<file path="config.mk">
export PLATFORM = sky130hd
export DESIGN_NAME = p2s_lane
export DESIGN_NICKNAME = d
export VERILOG_FILES = /design/src/rtl/p2s_lane.sv
export SDC_FILE = /design/constraint.sdc
export NUM_CORES = 1
export LEC_CHECK = 0
export CAP_MARGIN = 25
export CORE_MARGIN = 5
export CORE_UTILIZATION = 54
export CTS_BUF_LIST = sky130_fd_sc_hd__clkbuf_8
export DETAILED_ROUTE_END_ITERATION = 10
export PLACE_DENSITY = 0.84
export SLEW_MARGIN = 25
export SYNTH_ARGS = -nofsm -noshare
export SYNTH_HDL_FRONTEND = slang
export SYNTH_SLANG_ARGS = --single-unit
export TNS_END_PERCENT = 100
</file>
<file path="constraint.sdc">
create_clock -name clk_i -period 4.5 [get_ports clk_i]
set_input_delay 0.9 -clock clk_i [delete_from_list [all_inputs] [get_ports clk_i]]
set_output_delay 0.9 -clock clk_i [all_outputs]
set_load 0.01 [all_outputs]
</file>
<file path="src/rtl/p2s_lane.sv">
`default_nettype none
// ============================================================================
// Module   : p2s_lane
// Purpose  : Parameterised parallel-to-serial converter. Takes an N-bit word
//            on a valid/ready parallel port and emits it as N/W beats of W
//            bits on a valid/ready serial port. The lane order is selectable,
//            the final beat of each word is flagged, and back-to-back words
//            run without a bubble: the next word loads on the same edge that
//            the last beat of the current word is consumed.
// Ports    : clk_i      - clock, rising edge
//            rstn_i     - asynchronous active-low reset
//            p_valid_i  - parallel word valid
//            p_data_i   - parallel word [N-1:0]
//            p_ready_o  - word can be accepted this cycle (depends on s_ready_i)
//            s_valid_o  - serial beat valid
//            s_data_o   - serial beat data [W-1:0]
//            s_last_o   - current beat is the last beat of the word
//            s_ready_i  - downstream accepts the beat this cycle
// Revision : 1.0 - initial release
// ============================================================================
module p2s_lane #(
  parameter int N         = 8,
  parameter int W         = 1,
  parameter bit MSB_FIRST = 1'b0
) (
  input  logic         clk_i,
  input  logic         rstn_i,
  input  logic         p_valid_i,
  input  logic [N-1:0] p_data_i,
  output logic         p_ready_o,
  output logic         s_valid_o,
  output logic [W-1:0] s_data_o,
  output logic         s_last_o,
  input  logic         s_ready_i
);

  localparam int            BEATS = N / W;
  localparam int            CW    = (BEATS > 1) ? $clog2(BEATS) : 1;
  localparam logic [CW-1:0] LAST  = CW'(BEATS - 1);

  // A word that does not split into whole lanes has no sensible meaning.
  generate
    if ((W < 1) || (W > N) || ((N % W) != 0)) begin : g_bad_params
      $error("p2s_lane: N must be a non-zero multiple of W (N=%0d W=%0d)", N, W);
    end
  endgenerate

  typedef enum logic [0:0] {
    IDLE = 1'b0,
    SEND = 1'b1
  } state_t;

  state_t        state_q;
  logic [CW-1:0] count_q;
  logic [N-1:0]  shift_q;
  logic          s_valid_q;
  logic          s_last_q;

  logic [N-1:0]  shift_d;   // register advanced by one lane
  logic [CW-1:0] count_d;   // beat index advanced by one

  assign count_d = count_q + CW'(1);

  // Lane selection and shift direction. With a single beat per word there is
  // nothing left after the beat, so the advanced value is simply empty.
  generate
    if (BEATS == 1) begin : g_single
      assign shift_d  = '0;
      assign s_data_o = shift_q;
    end else if (MSB_FIRST) begin : g_msb_first
      assign shift_d  = {shift_q[N-W-1:0], {W{1'b0}}};
      assign s_data_o = shift_q[N-1 -: W];
    end else begin : g_lsb_first
      assign shift_d  = {{W{1'b0}}, shift_q[N-1:W]};
      assign s_data_o = shift_q[W-1:0];
    end
  endgenerate

  // Ready while idle, or when the last beat is being taken this very cycle;
  // the latter is what allows the zero-bubble reload.
  assign p_ready_o = (state_q == IDLE) || (s_ready_i && (count_q == LAST));

  assign s_valid_o = s_valid_q;
  assign s_last_o  = s_last_q;

  always_ff @(posedge clk_i or negedge rstn_i) begin
    if (!rstn_i) begin
      state_q   <= IDLE;
      count_q   <= '0;
      shift_q   <= '0;
      s_valid_q <= 1'b0;
      s_last_q  <= 1'b0;
    end else begin
      case (state_q)
        IDLE: begin
          if (p_valid_i) begin
            shift_q   <= p_data_i;
            count_q   <= '0;
            state_q   <= SEND;
            s_valid_q <= 1'b1;
            s_last_q  <= (BEATS == 1);
          end
        end

        SEND: begin
          // Without s_ready_i everything holds, keeping the beat stable.
          if (s_ready_i) begin
            if (count_q == LAST) begin
              count_q <= '0;
              if (p_valid_i) begin
                shift_q  <= p_data_i;
                s_last_q <= (BEATS == 1);
              end else begin
                // Advancing once more flushes the register to zero.
                shift_q   <= shift_d;
                state_q   <= IDLE;
                s_valid_q <= 1'b0;
                s_last_q  <= 1'b0;
              end
            end else begin
              shift_q  <= shift_d;
              count_q  <= count_d;
              s_last_q <= (count_d == LAST);
            end
          end
        end

        default: begin
          state_q   <= IDLE;
          count_q   <= '0;
          shift_q   <= '0;
          s_valid_q <= 1'b0;
          s_last_q  <= 1'b0;
        end
      endcase
    end
  end

endmodule
`default_nettype wire
</file>
==> key figures <==
Pwr
  – Combinational share of power: 0.373
  – Sw Share: 0.316
  – Pwr Density: 575 nW/um^2
  – Sequential share of power: 0.405
  – Clock network fraction of total power: 0.222
  – Cell-internal power: 0.367 mW
  – Leakage: 0.454 nW
  – PnR Total Power: 0.537 mW
  – Net Switching: 0.170 mW
  – Worst VDD drop: 0.326 mV

Timing
  – Final setup viols: 0
  – Final worst path period need: 3160 ps
  – Slew headroom: 0.600
  – Final setup TNS: 0 ps
  – Final worst path period share: 0.703
  – Post-Route Skew: 3.44 ps
  – Endpoints failing hold: 0
  – RSZ-0062 raised after global routing: no
  – Pins over their slew limit: 0
  – F_max: 316 MHz
  – Slew @ Worst Pin: 599 ps

Place
  – # port buffers: 15
  – Placed cell area: 878 um^2
  – GP Congestion: 0.750
  – Final HPWL DP: 989 um

Final layout
  – Final Cell Area: 933 um^2
  – Filler cells: 102
  – Area Overhead vs Synth: 22.9%
  – Nets: 101
  – Ant diodes: 0
  – Layout cells sized above 1: 0.0952

Route
  – Via density: 5.35
  – # DRC: 0
  – Drt pass-1 iters: 4
  – ANT nets after route: 0
  – Drt wl/cell: 13.5 um
  – DRT iter0 DRCs: 10
  – Final WL: 1340 um
  – Via count: 530

Floorplanning
  – Core area: 1320 um^2
  – Row count: 13
  – Starting Density: 0.576
  – Full die area: 2260 um^2
  – Ports placed on the boundary: 16
  – Die W: 47.5 um
  – Die Ht: 47.5 um

Worst setup path
  – Cell Chain, Critical Path: clkdlybuf4s50_1 > nand2_1 > nand2_1 > clkdlybuf4s50_1
  – CP Max Fanout: 9
  – CP Data Arrival Time: 2260 ps
  – CP startpoint kind: input port
  – Crit path max-delay cell type: clkdlybuf4s50_1
  – CP required: 3600 ps
  – Critical path class: in -> out
  – Crit end category: primary output
  – CP peak stage delay: 660 ps

Clocking
  – Post-CTS setup buffer count: 0
  – Total CTS buffers: 3
  – Htree depth: 1
  – Post_cts resized: 0
  – Clock Tree Buf Depth: 2
  – CTS Hold Bufs: 0
  – Clock Latency Late Sink: 240 ps
  – Clk root buf: clkbuf_8
  – Clock sinks: 14
  – CTS tree: done
  – Clock transition at path regs: 50 ps

Synth
  – Ys Warns: 0
  – Post-synth cell types: 20
  – Post-Syn Nets: 86
  – Number of synthesized register bits: 14
  – Sequential area share after synthesis: 0.461
  – Avg Inst Size Synth: 10.8 um^2
  – Post-Syn Area: 759 um^2
  – Syn Inst Count: 70

Run status
  – Run status: complete, no violations

Global routing
  – Largest net degree at the start of global routing: 16
  – Global-route wire length before repair: 2150 um
  – GR peak layer: met2
  – Initial antenna violation count: 0
  – Vias in the first global route: 527
  – GRT Total Usage: 0.139
  – Overflow after GRT: 0
  – GR Layer Usage met2: 0.233
  – GRT met1 Usage: 0.168
  – GR Layer Usage met3: 0.0226

Hold path
  – Worst hold path type: reg -> reg

Run
  – # Max-Cap Violations: 0
## logic make-up after synthesis
| family | share of synthesized area |
|---|---|
| AO/OA/AOI/OAI | 0.143 |
| XOR/XNOR | 0.0115 |
| adder cells (fa/ha/maj) | 0.0659 |
| buffers and inverters | 0.0857 |
| flip-flops | 0.461 |
| multiplexers | 0.153 |
| AND/OR/NAND/NOR | 0.0791 |
## final cells by class
| class | instances | area, um^2 | area share |
|---|---|---|---|
| tap | 15 | 18.8 | 0.0201 |
| sequential | 14 | 350 | 0.375 |
| multi-input combinational | 47 | 344 | 0.369 |
| timing repair buffer | 15 | 150 | 0.161 |
| inverter | 4 | 15.0 | 0.0161 |
| clock buffer | 4 | 55.1 | 0.0590 |
## registers in the layout (all words and copies together), names as in the netlist
| register | flops |
|---|---|
| s_last_o | 1 |
| state_q | 1 |
| count_q | 3 |
| s_valid_o | 1 |
| shift_q | 8 |
## cells in the final DEF (no fill, tap or decap)
cell,synthesis,final
clkdlybuf4s50_1,0,15
dfrtp_1,14,14
nor2_1,9,9
mux2i_1,9,9
a21oi_1,8,8
nand2_1,4,4
inv_1,4,4
ha_1,4,4
clkbuf_8,0,4
a22o_1,3,3
a21o_2,1,1
mux2_2,1,1
nand4_1,1,1
o221ai_1,1,1
xor2_1,1,1
mux2_4,1,1
a21boi_2,1,1
o21ai_0,1,1
nand3_1,1,1
o32ai_1,1,1
## per-stage QoR
stage,std cells,hold WS [ps],setup slack (ps),utilization
after floorplan,70,494,2450,-
after global placement,95,502,1360,0.667
after detailed placement,95,522,1350,0.667
after CTS,99,536,1340,0.708
after global routing,99,572,1260,0.708
final,99,531,1340,0.708
## worst max-delay path, delay by kind of cell
kind          cells  cell delay (ps)
simple gates      2              170
buf+inv           2             1200
## cell usage after synthesis
master,n,share of area
buf_2,1,0.0066
mux2i_1,9,0.12
o221ai_1,1,0.012
o32ai_1,1,0.012
dfrtp_1,14,0.46
nand3_1,1,0.0066
buf_6,4,0.059
inv_1,4,0.020
o21ai_0,1,0.0066
nor2_1,9,0.044
nand2_1,4,0.020
nand4_1,1,0.0082
xor2_1,1,0.012
a21boi_2,1,0.015
a21o_2,1,0.012
mux2_2,1,0.015
a22o_1,3,0.035
mux2_4,1,0.020
ha_1,4,0.066
a21oi_1,8,0.053
## power by group through the flow
stage	logic (mW)	clock network (mW)	registers (mW)
floorplan	0.151	0	0.213
global placement	0.196	0	0.216
detailed placement	0.200	0	0.219
CTS	0.203	0.121	0.217
global route	0.223	0.129	0.227
finish	0.200	0.119	0.217
## final timing paths
| path | startpoint | endpoint | cells past startpoint | slack [ps] |
|---|---|---|---|---|
| min in group asynchronous | rstn_i | s_valid_o$_DFFE_PN0P_ | 1 | 1040 |
| worst max register to register | count_q[0]$_DFFE_PN0P_ | shift_q[3]$_DFFE_PN0P_ | 5 | 2740 |
| worst min register to register | s_last_o$_DFFE_PN0P_ | s_last_o$_DFFE_PN0P_ | 2 | 530 |
| worst max-delay path | s_ready_i | p_ready_o | 4 | 1340 |
| max in group asynchronous | rstn_i | shift_q[3]$_DFFE_PN0P_ | 1 | 3070 |
| worst min-delay path | s_last_o$_DFFE_PN0P_ | s_last_o$_DFFE_PN0P_ | 2 | 530 |
## layer usage
layer | up-vias | wire (um)
met3 | 4 | 78
met1 | 242 | 621
met4 | 0 | 25
met5 | - | 0
li1 | 270 | -
met2 | 14 | 611
Note: power is estimated with default switching activity, not from simulation.
